**src/rtl/param_seq_comparator.sv**
```systemverilog
// param_seq_comparator
// Multi-cycle magnitude comparator: scans two WIDTH-bit operands most
// significant digit first, DIGIT bits per clock, and reports L/E/G plus the
// number of digits examined. Two's-complement operands are handled by
// flipping the sign bit at capture so the scan itself is always unsigned.
// Optional feature macro: SEQ_CMP_EARLY_EXIT_EN -- when defined, the scan
// stops at the first differing digit; otherwise every scan runs all N digits.
module param_seq_comparator #(
   parameter int WIDTH = 32,
   parameter int DIGIT = 1
) (
   input  logic                                 clk,
   input  logic                                 reset,
   input  logic                                 start,
   input  logic                                 signed_mode,
   input  logic [WIDTH-1:0]                     temp_a,
   input  logic [WIDTH-1:0]                     temp_b,
   output logic                                 busy,
   output logic                                 done,
   output logic                                 L,
   output logic                                 E,
   output logic                                 G,
   output logic [$clog2(WIDTH/DIGIT+1)-1:0]     digits
);

   localparam int N  = WIDTH / DIGIT;
   localparam int CW = $clog2(N + 1);

   localparam logic [1:0] S_IDLE = 2'd0;
   localparam logic [1:0] S_RUN  = 2'd1;
   localparam logic [1:0] S_DONE = 2'd2;

   localparam logic [CW-1:0] LAST_DIGIT = CW'(N - 1);

   logic [1:0]       state_q, state_d;
   logic [WIDTH-1:0] a_q, a_d;
   logic [WIDTH-1:0] b_q, b_d;
   logic             diff_q, diff_d;
   logic             diff_lt_q, diff_lt_d;
   logic             busy_q, busy_d;
   logic             done_q, done_d;
   logic             l_q, l_d;
   logic             e_q, e_d;
   logic             g_q, g_d;
   logic [CW-1:0]    digits_q, digits_d;

   logic [DIGIT-1:0] dig_a_s;
   logic [DIGIT-1:0] dig_b_s;
   logic             differ_s;
   logic             found_s;
   logic             lt_s;

   // Current top digit of the shifting operands and the running difference verdict
   always_comb begin
      dig_a_s  = a_q[WIDTH-1 -: DIGIT];
      dig_b_s  = b_q[WIDTH-1 -: DIGIT];
      differ_s = (dig_a_s != dig_b_s);
      found_s  = diff_q | differ_s;
      if (diff_q) begin
         lt_s = diff_lt_q;
      end else begin
         lt_s = (dig_a_s < dig_b_s);
      end
   end

   // Next-state logic for the IDLE/RUN/DONE sequencer and result registers
   always_comb begin
      state_d   = state_q;
      a_d       = a_q;
      b_d       = b_q;
      diff_d    = diff_q;
      diff_lt_d = diff_lt_q;
      busy_d    = busy_q;
      done_d    = 1'b0;
      l_d       = l_q;
      e_d       = e_q;
      g_d       = g_q;
      digits_d  = digits_q;

      case (state_q)
         S_IDLE, S_DONE: begin
            if (start) begin
               // Sign-bit flip maps two's-complement order onto unsigned order
               a_d       = {temp_a[WIDTH-1] ^ signed_mode, temp_a[WIDTH-2:0]};
               b_d       = {temp_b[WIDTH-1] ^ signed_mode, temp_b[WIDTH-2:0]};
               diff_d    = 1'b0;
               diff_lt_d = 1'b0;
               busy_d    = 1'b1;
               l_d       = 1'b0;
               e_d       = 1'b0;
               g_d       = 1'b0;
               digits_d  = {CW{1'b0}};
               state_d   = S_RUN;
            end else begin
               state_d = state_q;
            end
         end
         S_RUN: begin
            // Shift the next digit into the top position for the following cycle
            a_d       = a_q << DIGIT;
            b_d       = b_q << DIGIT;
            digits_d  = digits_q + CW'(1);
            diff_d    = found_s;
            diff_lt_d = lt_s;
`ifdef SEQ_CMP_EARLY_EXIT_EN
            if (differ_s || (digits_q == LAST_DIGIT)) begin
`else
            if (digits_q == LAST_DIGIT) begin
`endif
               state_d = S_DONE;
               busy_d  = 1'b0;
               done_d  = 1'b1;
               l_d     = found_s & lt_s;
               g_d     = found_s & ~lt_s;
               e_d     = ~found_s;
            end else begin
               state_d = S_RUN;
            end
         end
         default: begin
            state_d  = S_IDLE;
            busy_d   = 1'b0;
            l_d      = 1'b0;
            e_d      = 1'b0;
            g_d      = 1'b0;
            digits_d = {CW{1'b0}};
         end
      endcase
   end

   // State and result registers with synchronous active-low reset
   always_ff @(posedge clk) begin
      if (!reset) begin
         state_q   <= S_IDLE;
         a_q       <= {WIDTH{1'b0}};
         b_q       <= {WIDTH{1'b0}};
         diff_q    <= 1'b0;
         diff_lt_q <= 1'b0;
         busy_q    <= 1'b0;
         done_q    <= 1'b0;
         l_q       <= 1'b0;
         e_q       <= 1'b0;
         g_q       <= 1'b0;
         digits_q  <= {CW{1'b0}};
      end else begin
         state_q   <= state_d;
         a_q       <= a_d;
         b_q       <= b_d;
         diff_q    <= diff_d;
         diff_lt_q <= diff_lt_d;
         busy_q    <= busy_d;
         done_q    <= done_d;
         l_q       <= l_d;
         e_q       <= e_d;
         g_q       <= g_d;
         digits_q  <= digits_d;
      end
   end

   assign busy   = busy_q;
   assign done   = done_q;
   assign L      = l_q;
   assign E      = e_q;
   assign G      = g_q;
   assign digits = digits_q;

endmodule

```
**config.mk**
```make
export PLATFORM = sky130hd
export DESIGN_NAME = param_seq_comparator
export DESIGN_NICKNAME = d
export VERILOG_FILES = /design/src/rtl/param_seq_comparator.sv
export SDC_FILE = /design/constraint.sdc
export NUM_CORES = 1
export LEC_CHECK = 0
export ABC_AREA = 1
export CORE_MARGIN = 2
export CORE_UTILIZATION = 53
export DETAILED_ROUTE_END_ITERATION = 8
export HOLD_SLACK_MARGIN = 0.08
export PLACE_DENSITY = 0.84
export SETUP_SLACK_MARGIN = 0.5
export SYNTH_ARGS = -nofsm -noshare
export SYNTH_HDL_FRONTEND = slang
export SYNTH_SLANG_ARGS = --single-unit
```
**constraint.sdc**
```tcl
create_clock -name clk -period 3.8 [get_ports clk]
set_clock_uncertainty 0.15 [all_clocks]
set_input_delay 0.76 -clock clk [delete_from_list [all_inputs] [get_ports clk]]
set_output_delay 0.76 -clock clk [all_outputs]
set_load 0.005 [all_outputs]
```
==> results.yml <==
cells_and_area:
  seq_area_mm2: 0.00158
  fin_area_mm2: 0.00423
  multi_input_area_mm2: 0.00147
  final_nets: 585
  final_cell_mix: "nand2_1 (210), dfxtp_1 (79), clkdlybuf4s50_1 (78)"
  layout_commonest_cell: "nand2_1"
  area_growth_syn_to_layout_pct: 27.7
  fin_cells: 594
  drive_above_1_share: 0.0520
  n_fill_cell: 493
  antenna_cells: 0
placement:
  gp_congestion: 0.791
  dpl.hpwl_um: 4880
  numPortBuffers: 78
  placed_area_mm2: 0.00403
  post-place-cells: 579
floorplanning:
  fp-row-count: 28
  initial_core_util: 0.553
  io_pins: 79
  dieArea_mm2: 0.00690
  dieHeight_um: 83.1
  core_area_mm2: 0.00599
  die_x_um: 83.1
sta:
  holdWs_ns: 0.303
  period_minus_slack_ns: 2.35
  setup_viol: 0
  clock.fmax_mhz: 426
  relSlewSlack: 0.355
  rsz0062_at_grt: "no"
  report.final.slew_viol_count: 0
  fin_crit_sh: 0.618
  tightest_slew_ns: 0.965
  timing.final.hold_violations: 0
  timing.setup.tns_ns: 0
synth:
  yosys.area.top_type: "dfxtp_1"
  syn-num-nets: 519
  synth_seq_cells: 79
  syn_area_per_cell_um2: 7.38
  synth_area_leaders: "dfxtp_1 (48%), nand2_1 (24%), a31oi_1 (11%)"
  yosysTopAreaCellShare: 0.478
  synth_cells: 449
  post_synth_num_cell_types: 27
  yosys_warnings: 0
  synth_seq_area_share: 0.478
  syn_area_mm2: 0.00331
cts:
  clock_latency_ns: 0.35
  root_buffer: "clkbuf_8"
  cts_made_buffers: 9
  cts_resized: 0
  cts_tree: "yes"
  clock_sink_count: 79
  cts_setup_buffers: 0
  clk_pin_slew_ns: 0.07
  cts_buffer_depth: 2
  hold_buffers: 0
  htree_levels: 3
grt:
  antenna_found_initial: 0
  grt_max_degree: 62
  grt_pass1_wl_um: 12600
  grt_overflow_total: 0
  grt_pass1_vias: 2953
  track_usage: 0.220
flow_run:
  cap_violations: 0
detailed_routing:
  vias: 3170
  drt-total-wl_um: 7460
  vias_per_cell: 5.34
  ant_nets: 0
  wire_per_inst_um: 12.6
  dr.pass1.iters: 5
  drc_errors: 0
  drt_iter0_drc: 203
setup_path:
  endpoint_kind: "flip-flop"
  reg2reg_depth: 4
  r2r_slack_ns: 1.91
  crit_required_ns: 3.91
  worst_r2r_endpoint: "b_q[29]$_SDFFE_PN0P_"
  path_class: "input pin to flip-flop"
  crit_fanout: 39
  reg2reg_from: "state_q[0]$_SDFFE_PN0P_"
  arrival_ns: 2.46
  cp-start-kind: "input pin"
hold_path:
  hold_end: "a_q[29]$_SDFFE_PN0P_"
  worstHoldStart: "a_q[28]$_SDFFE_PN0P_"
  hold_depth: 2
  hold_class: "flip-flop to flip-flop"
power_and_ir_drop:
  peakVddDrop_mv: 0.278
  powerDensity_mw_per_mm2: 426
  p_leak_nw: 1.57
  power.total_w: 0.00180
outcome:
  outcome: "finished, final reports clean"
[worst max-delay path, cell delays in order]
cell,delay [ns]
clkdlybuf4s50_1,0.53
nand2_4,0.10
inv_2,0.48
buf_4,0.32
nand2_1,0.09
a31oi_1,0.18
[registers in the layout, indices dropped and copies added, names as in the netlist, 2 cells and up]
signal and cells:
b_q 32, state_q 2, digits 6, a_q 32
[where the power goes]
| part | internal [W] | switching (W) | leakage [nW] |
|---|---|---|---|
| clock network | 0.000335 | 0.000288 | 0.0985 |
| logic | 0.000127 | 0.000139 | 0.822 |
| registers | 0.000884 | 0.0000299 | 0.648 |
| total | 0.00135 | 0.000456 | 1.57 |
[cells by family (layout without fill, tap and decap cells)]
kind of cell	count (synthesis)	count (layout)	synth area share
adder cells (fa/ha/maj)	2	2	0.00755
buffers and inverters	47	117	0.0782
flip-flops	79	79	0.478
XOR/XNOR	2	2	0.00529
AND/OR/NAND/NOR	237	237	0.279
AO/OA/AOI/OAI	82	82	0.153
[cell usage after synthesis, drive strengths merged]
| cell type | number |
|---|---|
| buf | 23 |
| a31oi | 56 |
| inv | 21 |
| o211ai | 1 |
| nor2 | 15 |
| nand2 | 214 |
| o21ai | 10 |
| o32ai | 1 |
| o21bai | 1 |
| nand3 | 7 |
| ha | 2 |
| clkbuf | 3 |
| a22o | 1 |
| nand4 | 1 |
| o22ai | 1 |
| a21oi | 11 |
| xor2 | 2 |
| dfxtp | 79 |
[worst max-delay path by stage]
stage | start | end | cells past startpoint
final | start | a_q[3]$_SDFFE_PN0P_ | 6
after global routing | start | a_q[4]$_SDFFE_PN0P_ | 6
after CTS | start | b_q[29]$_SDFFE_PN0P_ | 6
after floorplan | reset | a_q[27]$_SDFFE_PN0P_ | 4
after global placement | start | b_q[17]$_SDFFE_PN0P_ | 6
after detailed placement | start | b_q[20]$_SDFFE_PN0P_ | 6
[routing by layer]
metal  up-vias  track usage  share of wire
li1       1600            -              -
met1      1464        0.255           0.44
met2       100        0.383           0.49
met3         6       0.0815          0.066
met4         0       0.0581         0.0099
met5         -            0              0
[area by class of cell]
class                      instances  area share
multi-input combinational        323       0.348
sequential                        79       0.374
inverter                          21      0.0192
tap                               75      0.0222
clock buffer                      12      0.0367
timing repair buffer              81       0.190
clock inverter                     3      0.0101
[through the flow]
stage          utilization  worst slack, ns
2_1_floorplan            -             2.19
3_3_place_gp         0.673             1.19
3_5_place_dp         0.673             1.11
4_1_cts              0.706             1.47
5_1_grt              0.706             1.37
6_report             0.706             1.45
Note: power is estimated with default switching activity, not from simulation.
